<file path="config.mk">
export PLATFORM = sky130hd
export DESIGN_NAME = mem_arbiter
export DESIGN_NICKNAME = d
export VERILOG_FILES = /design/src/rtl/mem_arbiter.sv
export SDC_FILE = /design/constraint.sdc
export NUM_CORES = 1
export LEC_CHECK = 0
export BUFFER_PORTS_ARGS = -buffer_cell sky130_fd_sc_hd__buf_2
export CAP_MARGIN = 20
export CORE_MARGIN = 2
export CORE_UTILIZATION = 38
export DETAILED_ROUTE_END_ITERATION = 8
export PLACE_DENSITY_LB_ADDON = 0.15
export SLEW_MARGIN = 20
export SYNTH_ARGS = -nofsm -noshare
export SYNTH_HDL_FRONTEND = slang
export SYNTH_SLANG_ARGS = --single-unit
</file>
<file path="constraint.sdc">
create_clock -name CLK -period 1.9 [get_ports CLK]
set_input_delay 0 -clock CLK [delete_from_list [all_inputs] [get_ports CLK]]
set_output_delay 0 -clock CLK [all_outputs]
set_load 0.01 [all_outputs]
</file>
<file path="src/rtl/mem_arbiter.sv">
// Single-port RAM arbiter: data requester has priority over instruction fetch,
// with a bounded starvation guard and a sticky watchdog on stalled RAM accesses.
module mem_arbiter #(
    parameter int STARVE_MAX = 4,
    parameter int TIMEOUT    = 64
) (
    input  logic        CLK,
    input  logic        RST,
    input  logic        iREN,
    input  logic [31:0] iaddr,
    output logic [31:0] iload,
    output logic        iwait,
    input  logic        dREN,
    input  logic        dWEN,
    input  logic [31:0] daddr,
    input  logic [31:0] dstore,
    output logic [31:0] dload,
    output logic        dwait,
    output logic        ramREN,
    output logic        ramWEN,
    output logic [31:0] ramaddr,
    output logic [31:0] ramstore,
    input  logic [31:0] ramload,
    input  logic        ram_ready,
    output logic        err_timeout
);

    typedef enum logic [1:0] {IDLE, IFETCH, DLOAD, DSTORE} state_t;

    localparam int             WDW        = $clog2(TIMEOUT + 1);
    localparam logic [3:0]     STARVE_LIM = 4'(STARVE_MAX);
    localparam logic [WDW-1:0] WD_LAST    = WDW'(TIMEOUT - 1);

    state_t         state;
    state_t         next_state;
    logic [3:0]     grant_cnt;
    logic [WDW-1:0] wdog;
    logic [31:0]    lat_addr;
    logic [31:0]    lat_data;
    logic           data_req;
    logic           serving;
    logic           timeout;
    logic           done;

    assign data_req = dREN | dWEN;
    assign serving  = (state != IDLE);
    assign timeout  = serving && !ram_ready && (wdog == WD_LAST);
    // A reset arriving in the ready cycle suppresses the completion pulse.
    assign done     = serving && ram_ready && !RST;

    always_ff @(posedge CLK) begin
        if (RST) begin
            state <= IDLE;
        end else begin
            state <= next_state;
        end
    end

    always_comb begin
        next_state = state;
        case (state)
            IDLE: begin
                if (iREN && (!data_req || grant_cnt == STARVE_LIM)) begin
                    next_state = IFETCH;
                end else if (dWEN) begin
                    next_state = DSTORE;
                end else if (dREN) begin
                    next_state = DLOAD;
                end
            end
            default: begin
                if (ram_ready || timeout) begin
                    next_state = IDLE;
                end
            end
        endcase
    end

    // Grant bookkeeping happens only on IDLE grants; the watchdog only runs while serving.
    always_ff @(posedge CLK) begin
        if (RST) begin
            grant_cnt   <= '0;
            wdog        <= '0;
            lat_addr    <= '0;
            lat_data    <= '0;
            err_timeout <= 1'b0;
        end else begin
            if (state == IDLE) begin
                wdog <= '0;
                if (next_state == IFETCH) begin
                    lat_addr  <= iaddr;
                    grant_cnt <= '0;
                end else if (next_state != IDLE) begin
                    lat_addr <= daddr;
                    if (next_state == DSTORE) begin
                        lat_data <= dstore;
                    end
                    if (!iREN) begin
                        grant_cnt <= '0;
                    end else if (grant_cnt != STARVE_LIM) begin
                        grant_cnt <= grant_cnt + 4'd1;
                    end
                end
            end else if (ram_ready || timeout) begin
                wdog <= '0;
            end else begin
                wdog <= wdog + 1'b1;
            end
            if (timeout) begin
                err_timeout <= 1'b1;
            end
        end
    end

    always_comb begin
        ramREN   = 1'b0;
        ramWEN   = 1'b0;
        ramaddr  = '0;
        ramstore = '0;
        iload    = '0;
        dload    = '0;
        iwait    = iREN;
        dwait    = data_req;
        case (state)
            IFETCH: begin
                ramREN   = 1'b1;
                ramaddr  = lat_addr;
                ramstore = lat_data;
                if (done) begin
                    iwait = 1'b0;
                    iload = iREN ? ramload : '0;
                end
            end
            DLOAD: begin
                ramREN   = 1'b1;
                ramaddr  = lat_addr;
                ramstore = lat_data;
                if (done) begin
                    dwait = 1'b0;
                    dload = data_req ? ramload : '0;
                end
            end
            DSTORE: begin
                ramWEN   = 1'b1;
                ramaddr  = lat_addr;
                ramstore = lat_data;
                if (done) begin
                    dwait = 1'b0;
                end
            end
            default: begin
            end
        endcase
    end

endmodule

</file>
==> After elaboration in Yosys (flattened, before gate mapping) <==
Index checks and enable logic that the tools add are counted.
{ "totals": {"reg_bits": 78, "latchBits": 0, "ram_bits": 0, "mem_bits_ro": 0, "inputBits": 134, "out_inout_bits": 133, "memories": 0} }
{ "classes": {"addsub": 2, "n_mul": 0, "div": 0, "order_cmp": 0, "n_eq_ne": 9, "n_shift": 0, "n_mux": 25, "bitwise_logic": 2, "n_reduce_logical": 21} }
{ "op_table": {"columns": ["cell", "n"], "rows": [
  ["two-way mux 32 bit", 10],
  ["two-way mux 4 bit", 4],
  ["two-way mux 2 bit", 5],
  ["adder 7 x 1 -> 7 bit (second input constant)", 1],
  ["equality test 7 x 6 -> 1 bit (second input constant)", 1],
  ["equality test 2 bit (second input constant)", 3],
  ["two-way mux 1 bit", 6],
  ["nonzero test 2 bit", 3],
  ["OR reduction 3 bit", 2],
  ["logical AND 1 bit", 5],
  ["adder 4 x 1 -> 4 bit (second input constant)", 1],
  ["equality test 2 x 1 -> 1 bit (second input constant)", 2],
  ["equality test 4 x 3 -> 1 bit (second input constant)", 1],
  ["!= test 4 x 3 -> 1 bit (second input constant)", 1],
  ["AND reduction 4 bit", 1],
  ["OR reduction 2 bit", 2],
  ["logical NOT 1 bit", 3],
  ["!= test 3 x 1 -> 1 bit (second input constant)", 1],
  ["AND reduction 3 bit", 1],
  ["logical NOT 2 bit", 1],
  ["logical OR 1 bit", 2],
  ["AND reduction 2 bit", 1],
  ["NOT 1 bit", 1],
  ["OR 1 bit", 1]
]} }

==> Depth between registers and ports, before layout <==
Gate-level depths: netlist (run 1).
{ "logic_depth": {"ltp_word": 9, "ltp_mapped": 10, "mapped_depth_nobuf": 7} }

==> Worst setup path before layout (run 1) <==
OpenSTA, ideal clock, no wires.
{ "synth_path": {"path_type": "register to register", "from": "register state[0]", "to": "register lat_addr[23]", "arrival_time_ns": 1.835, "required_time_ns": 1.764, "setup_slack_ns": -0.071, "path_stages_with_launch": 11, "n_path_buf": 3, "period_less_slack_ns": 1.971, "cell_sequence": "dfxtp_1 -> inv_1 -> ha_1 -> buf_2 -> o21ai_0 -> o32a_1 -> o21ai_1 -> buf_2 -> buf_2 -> nor4_1 -> nor3_2"} }
{ "synth_between": {"elab_chain_cells": 9, "elab_cells_between_ends": 15, "cone_classes": "1 x eq/ne; 6 x mux; 8 x reduce/logical"} }
{ "synth_lines": {"columns": ["item", "line_no", "source"], "rows": [
  ["from (decl)", "34", "state_t state;"],
  ["from (signal assigned)", "55", "state <= next_state;"],
  ["nonzero test 2 bit", "46", "assign serving = (state != IDLE);"],
  ["logical AND 1 bit (2 in series)", "47", "assign timeout = serving && !ram_ready && (wdog == WD_LAST);"],
  ["logical OR 1 bit", "72", "if (ram_ready || timeout) begin"],
  ["two-way mux 2 bit", "72", null],
  ["two-way mux 2 bit", "61", "case (state)"],
  ["equality test 2 x 1 -> 1 bit or nonzero test 2 bit (tied branches)", "90, 93", null],
  ["nonzero test 2 bit (no line)", null, null],
  ["AND reduction 2 bit (no line)", null, null],
  ["to (signal assigned)", "91", "lat_addr <= iaddr;"],
  ["to (signal assigned)", "94", "lat_addr <= daddr;"],
  ["to (decl)", "38", "logic [31:0] lat_addr;"]
]} }
Several ways; a longest one is shown, not always the timed one.
A chain may end at the register's enable or synchronous reset.

==> Worst setup path in the final report (run 1) <==
{ "layout_path": {"from": "register wdog[0]", "to": "register lat_addr[16]"} }
{ "layout_between": {"elab_chain_cells": 8, "elab_cells_between_ends": 10, "cone_classes": "2 x eq/ne; 3 x mux; 5 x reduce/logical"} }
{ "layout_lines": {"columns": ["item", "line_no", "source"], "rows": [
  ["from (decl)", "37", "logic [WDW-1:0] wdog;"],
  ["from (signal assigned)", "107", "wdog <= wdog + 1'b1;"],
  ["equality test 7 x 6 -> 1 bit *", "47", null],
  ["logical AND 1 bit *", "47", null],
  ["logical OR 1 bit *", "72", null],
  ["two-way mux 2 bit *", "72", null],
  ["two-way mux 2 bit *", "61", null],
  ["equality test 2 x 1 -> 1 bit or nonzero test 2 bit (tied branches)", "90, 93", null],
  ["nonzero test 2 bit (no line)", null, null],
  ["AND reduction 2 bit (no line)", null, null]
]} }
Mark *: on every way between the ends. The rest lies on a longest branch, timed or not.

==> run_results.csv, run 1 <==
group,metric,value,unit
logic_synthesis,synth-main-ff-cell,"dfxtp_1",
critical_path,timing.critical_path.arrival,2290,ps
power,ir_drop,0.429,mV
drt,wl_met1,6670,um
critical_path,cp.required,2170,ps
global_routing,grt_pass1_wl,25800,um
clocking,path_clk_slew,90,ps
logic_synthesis,yosysWarnings,0,
logic_synthesis,async_flop_share,0,
drt,dr.first_iter.drc_count,386,
clocking,h-tree-depth,3,
clocking,clockBufferDepth,2,
logic_synthesis,syn_inst,525,
global_routing,grt_use_total,0.282,
critical_path,cp-start-kind,"flop",
timing,tightest_slew,882,ps
critical_path,timing.rr.end,"lat_addr[16]",
critical_path,crit_type,"flop to flop",
timing,finalHoldViolations,0,
placed_design,dpl_cell_area,5720,um2
floorplan,rows,37,
drt,routed_wl,18700,um
layout,utilization,0.762,
power,powerDensity,712,nW/um2
logic_synthesis,synth_seq_area_share,0.384,
timing,fin_tns_setup,-4670,ps
run,drv_cap,0,
layout,post-route-cell-area,7900,um2
timing,min_period_over_period,1.06,
drt,routed-wl-met2,10100,um
hold_path,hold_class,"input pin to flop",
timing,min_period,2020,ps
timing,slew_viol_final,0,
drt,detail-route-antenna-nets,0,
layout,fillers,692,
floorplan,io_pins,267,
timing,rsz0062_at_grt,"true",
logic_synthesis,syn_area,4060,um2
timing,setup_viol,70,
hold_path,hold_path_depth,3,
logic_synthesis,avgSynthCellArea,7.74,um2
floorplan,core_area,10400,um2
timing,fmax,0.496,GHz
critical_path,reg2reg_depth,9,
placed_design,port_buffers,266,
drt,drc,0,
placed_design,dp_hpwl,10500,um
floorplan,start_util,0.392,
clocking,clockRootBuffer,"clkbuf_8",
run_status,status,"complete, but fails checks",
drt,routed_via_density,5.22,
timing,slew_headroom,0.412,
clocking,clock_sinks,78,
clocking,numCtsBuffers,9,
critical_path,crit_path_end_kind,"flop",
run_status,violations,"setup timing",
floorplan,die_area,11500,um2
layout,layout-drive-gt1-share,0.476,
drt,vias,5461,
timing,fin_ws,-116,ps
drt,dr.max_layer_used,"met4",
global_routing,grt_pass1_vias,5220,
critical_path,reg2reg_from,"wdog[0]",
layout,areaGrowthSynthToFinish,94.4,%
global_routing,antenna_found_initial,5,
layout,final_common_cell,"buf_2",
layout,final_cell_mix,"242 x buf_2, 96 x dlygate4sd3_1, 74 x dfxtp_1, 73 x nand2_1, 65 x nor2b_1",
layout,nets,1042,
power,power_leakage,3.59,nW
global_routing,grt_max_degree,73,
hold_path,min_from,"iREN",
drt,wl_met3,1110,um
critical_path,cp_max_fo,8,
global_routing,grt_overflow,0,
clocking,cts_tree,"yes",
layout,multi_input_area,2850,um2
timing,fin_skew,19.3,ps
critical_path,r2r_slack,-120,ps
floorplan,die_w,107,um
drt,routedWlPerCell,17.8,um
layout,regArea,1570,um2
hold_path,worstHoldEndpoint,"grant_cnt[0]",
clocking,insertion_delay,360,ps
logic_synthesis,synth_cell_types,34,
logic_synthesis,synth_nets,666,
floorplan,fp.dieH,107,um
logic_synthesis,synth_edf_count,0,
drt,dr.pass1.iters,5,
placed_design,gp_congestion,0.839,
logic_synthesis,ys_ff_latch,78,
cell usage after synthesis (4+ instances only):
library cell	number	area share
nor2_1	14	0.013
and3_1	4	0.0062
nor3_2	8	0.020
nor3_1	26	0.032
dfxtp_1	78	0.38
nand2_1	74	0.068
and2_1	65	0.10
buf_2	8	0.0099
clkbuf_1	36	0.033
nor2b_1	65	0.10
ha_1	7	0.022
inv_1	7	0.0065
nor4_1	32	0.049
o2111ai_1	5	0.011
a21oi_1	37	0.046
o22ai_1	33	0.051
per-layer routing:
layer,global-route usage,up-vias
met5,0,-
met4,0.159,0
met3,0.0611,63
met2,0.529,247
met1,0.286,2602
li1,-,2549
critical path, stage by stage (launching register included):
cell and delay (ps):
dfxtp_2 350, ha_4 150, nand3_4 70, or3_4 390, a311oi_4 290, buf_4 170, buf_12 130, buf_12 140
nor4_1 50, nor3_1 180
area by class of cell:
cell class,instances,area share
tap,136,0.0215
clock inverter,5,0.0106
clock buffer,11,0.0166
sequential,78,0.198
inverter,7,0.00333
timing repair buffer,412,0.388
antenna,5,0.00158
multi-input combinational,393,0.360
worst max-delay path by stage:
stage / startpoint / end / slack (ps)
2_1_floorplan: state[1] / lat_addr[23] / -20
3_3_place_gp: wdog[0] / grant_cnt[2] / -30
3_5_place_dp: wdog[0] / lat_addr[20] / -80
4_1_cts: state[0] / dload[23] / -80
5_1_grt: state[1] / lat_addr[2] / -190
6_report: wdog[0] / lat_addr[16] / -120
power by group:
group | total (mW) | switching [mW] | internal [mW]
Sequential | 1.93 | 0.102 | 1.83
Combinational | 2.31 | 1.25 | 1.06
Clock | 1.37 | 0.631 | 0.744
Total | 5.62 | 1.99 | 3.63
cells by family after synthesis:
family,synth area share
xor gates and xnor gates,0.00862
buffers and inverters,0.0560
DFF,0.384
and+or+nand+nor,0.405
adders and majority gates,0.0216
AOI/OAI and AO/OA,0.125
state kept, by name (all words and copies together) (netlist names):
name	flops
lat_data	32
grant_cnt	4
lat_addr	32
err_timeout	1
state	2
wdog	7
repair_timing:
action                                 CTS  global route
endpoints found under the hold margin   64             0
hold buffers                            96             0
pin swaps                               12            24
gates cloned                             3             5
resized for setup                       52            99
setup endpoints to repair              149           138
setup buffers                           10             8
through the flow:
stage / total power, mW / setup WS [ps] / std cells / hold WS [ps]
after global routing: 5.87 / -193 / 1047 / 83.3
after floorplan: 2.88 / -17.0 / 525 / 136
after global placement: 3.54 / -34.3 / 910 / 243
final: 5.62 / -116 / 1047 / 74.2
after CTS: 5.17 / -81.8 / 1035 / 28.0
after detailed placement: 3.57 / -82.0 / 910 / 247
No activity file was read; power rests on OpenSTA's default activity.
==> run 2: changes to the inputs <==
--- a/config.mk
+++ b/config.mk
@@ -11,6 +11,7 @@
 export CORE_UTILIZATION = 38
 export DETAILED_ROUTE_END_ITERATION = 8
 export PLACE_DENSITY_LB_ADDON = 0.15
+export RECOVER_POWER = 50
 export SLEW_MARGIN = 20
 export SYNTH_ARGS = -nofsm -noshare
 export SYNTH_HDL_FRONTEND = slang
==> run 2 against run 1 <==
  * The flow still finishes with violations (setup timing)
  * Routed wire length up 0.17%
  * Via count up 0.24%
  * Clock power about the same
  * First-iteration DRC count unchanged
  * Worst hold slack about the same
  * Clock-buffer cell count unchanged
  * Die area unchanged
  * Combinational power about the same
  * Clock skew about the same
  * Total power about the same
  * Critical path type unchanged
  * Critical endpoint unchanged
==> run_results.csv, run 2 (synthesized netlist as in run 1, its figures left out) <==
group,metric,value,unit
run_status,status,"complete, but fails checks",
run_status,violations,"setup timing",
critical_path,crit_type,"flop to flop",
timing,setup_viol,70,
drt,dr.first_iter.drc_count,386,
critical_path,cp.required,2170,ps
placed_design,place_ws,-82.0,ps
placed_design,dp.cells,910,
timing,slew_viol_final,0,
hold_path,worstHoldEndpoint,"grant_cnt[0]",
critical_path,timing.rr.end,"lat_addr[16]",
critical_path,reg2reg_from,"wdog[0]",
drt,detail-route-antenna-nets,0,
floorplan,die_w,107,um
floorplan,fp.dieH,107,um
hold_path,min_from,"iREN",
clocking,clock_sinks,78,
clocking,numCtsBuffers,9,
global_routing,grt_use_total,0.282,
placed_design,dp_hpwl,10500,um
drt,routedWlPerCell,17.9,um
drt,routed_via_density,5.23,
placed_design,dpl_cell_area,5720,um2
global_routing,grt_pass1_wl,25800,um
layout,utilization,0.762,
hold_path,hold_path_depth,3,
layout,nets,1042,
floorplan,die_area,11500,um2
critical_path,cp_max_fo,8,
timing,fin_tns_setup,-4700,ps
layout,final_common_cell,"buf_2",
floorplan,core_area,10400,um2
placed_design,gp_congestion,0.839,
timing,min_period_over_period,1.06,
layout,layout-drive-gt1-share,0.475,
floorplan,rows,37,
critical_path,crit_path_start,"wdog[0]",
global_routing,antenna_found_initial,5,
drt,routed_wl,18700,um
timing,slew_headroom,0.412,
clocking,cts_tree,"yes",
clocking,clockBufferDepth,2,
floorplan,start_util,0.392,
global_routing,grt_max_degree,73,
timing,whs,74.1,ps
placed_design,port_buffers,266,
critical_path,timing.critical_path.arrival,2290,ps
layout,finalNonFillerCells,1047,
power,powerDensity,712,nW/um2
global_routing,grt_overflow,0,
timing,min_period,2020,ps
critical_path,crit_path_end_kind,"flop",
layout,areaGrowthSynthToFinish,94.4,%
clocking,path_clk_slew,90,ps
drt,vias,5474,
layout,reg_top3,"lat_addr (32), lat_data (32), wdog (7)",
power,power,5.62,mW
global_routing,grt_pass1_vias,5220,
drt,dr.pass1.iters,5,
run,drv_cap,0,
hold_path,hold_class,"input pin to flop",
layout,post-route-cell-area,7900,um2
timing,finalHoldViolations,0,
critical_path,reg2reg_depth,9,
floorplan,io_pins,267,
clocking,h-tree-depth,3,
timing,rsz0062_at_grt,"true",
power,ir_drop,0.429,mV
power,power_leakage,3.59,nW
layout,final_cell_mix,"241 x buf_2, 96 x dlygate4sd3_1, 74 x dfxtp_1, 73 x nand2_1, 65 x nor2b_1",
clocking,clockRootBuffer,"clkbuf_8",
timing,tightest_slew,882,ps
drt,drc,0,
critical_path,cp-start-kind,"flop",
timing,fmax,0.495,GHz
critical_path,r2r_slack,-120,ps
timing,fin_ws,-120,ps
timing,fin_skew,19.3,ps
clocking,insertion_delay,360,ps
[run 2: changes by cell type in the layout (fill, tap and decap cells not counted), sizes merged]
cell	previous run	this run
clkbuf	15	16
buf	312	311
[run 2: how the worst max path moves through the flow]
| stage | to | slack [ps] |
|---|---|---|
| 6_report | lat_addr[16] | -120 |
| 4_1_cts | dload[23] | -80 |
| 5_1_grt | lat_addr[2] | -190 |
| 3_3_place_gp | grant_cnt[2] | -30 |
| 2_1_floorplan | lat_addr[23] | -20 |
| 3_5_place_dp | lat_addr[20] | -80 |
[run 2: repair_timing]
item                                   CTS  global route
pin swaps                               12            24
cloned                                   3             5
gates resized for setup                 52            99
endpoints found under the hold margin   64             0
setup endpoints to repair              149           138
setup buffers                           10             8
hold buffers                            96             0
[run 2: critical path, stage by stage, from the launching register on]
cell and delay [ps]:
dfxtp_2 350, ha_4 150, nand3_4 70, or3_4 390, a311oi_4 290, buf_4 170, buf_12 130, buf_12 140
nor4_1 50, nor3_1 180
[run 2: report_power, final]
group	switching (mW)	total (mW)	internal (mW)
Sequential	0.102	1.93	1.83
Combinational	1.26	2.32	1.06
Clock	0.629	1.37	0.744
[run 2: layout make-up]
type	instances	area (um2)
Clock inverter	5	83.8
Inverter	7	26.3
Fill cell	693	2470
Sequential cell	78	1570
Clock buffer	11	131
Multi-Input combinational cell	393	2850
Tap cell	136	170
Antenna cell	5	12.5
Timing Repair Buffer	412	3060
[run 2: metal layers]
layer,wire length [um],part of all wire,up-vias,global-route usage
li1,-,-,2548,-
met1,6720,0.36,2608,0.286
met2,10000,0.54,251,0.529
met3,1100,0.058,67,0.0611
met4,854,0.046,0,0.159
met5,0,0,-,0
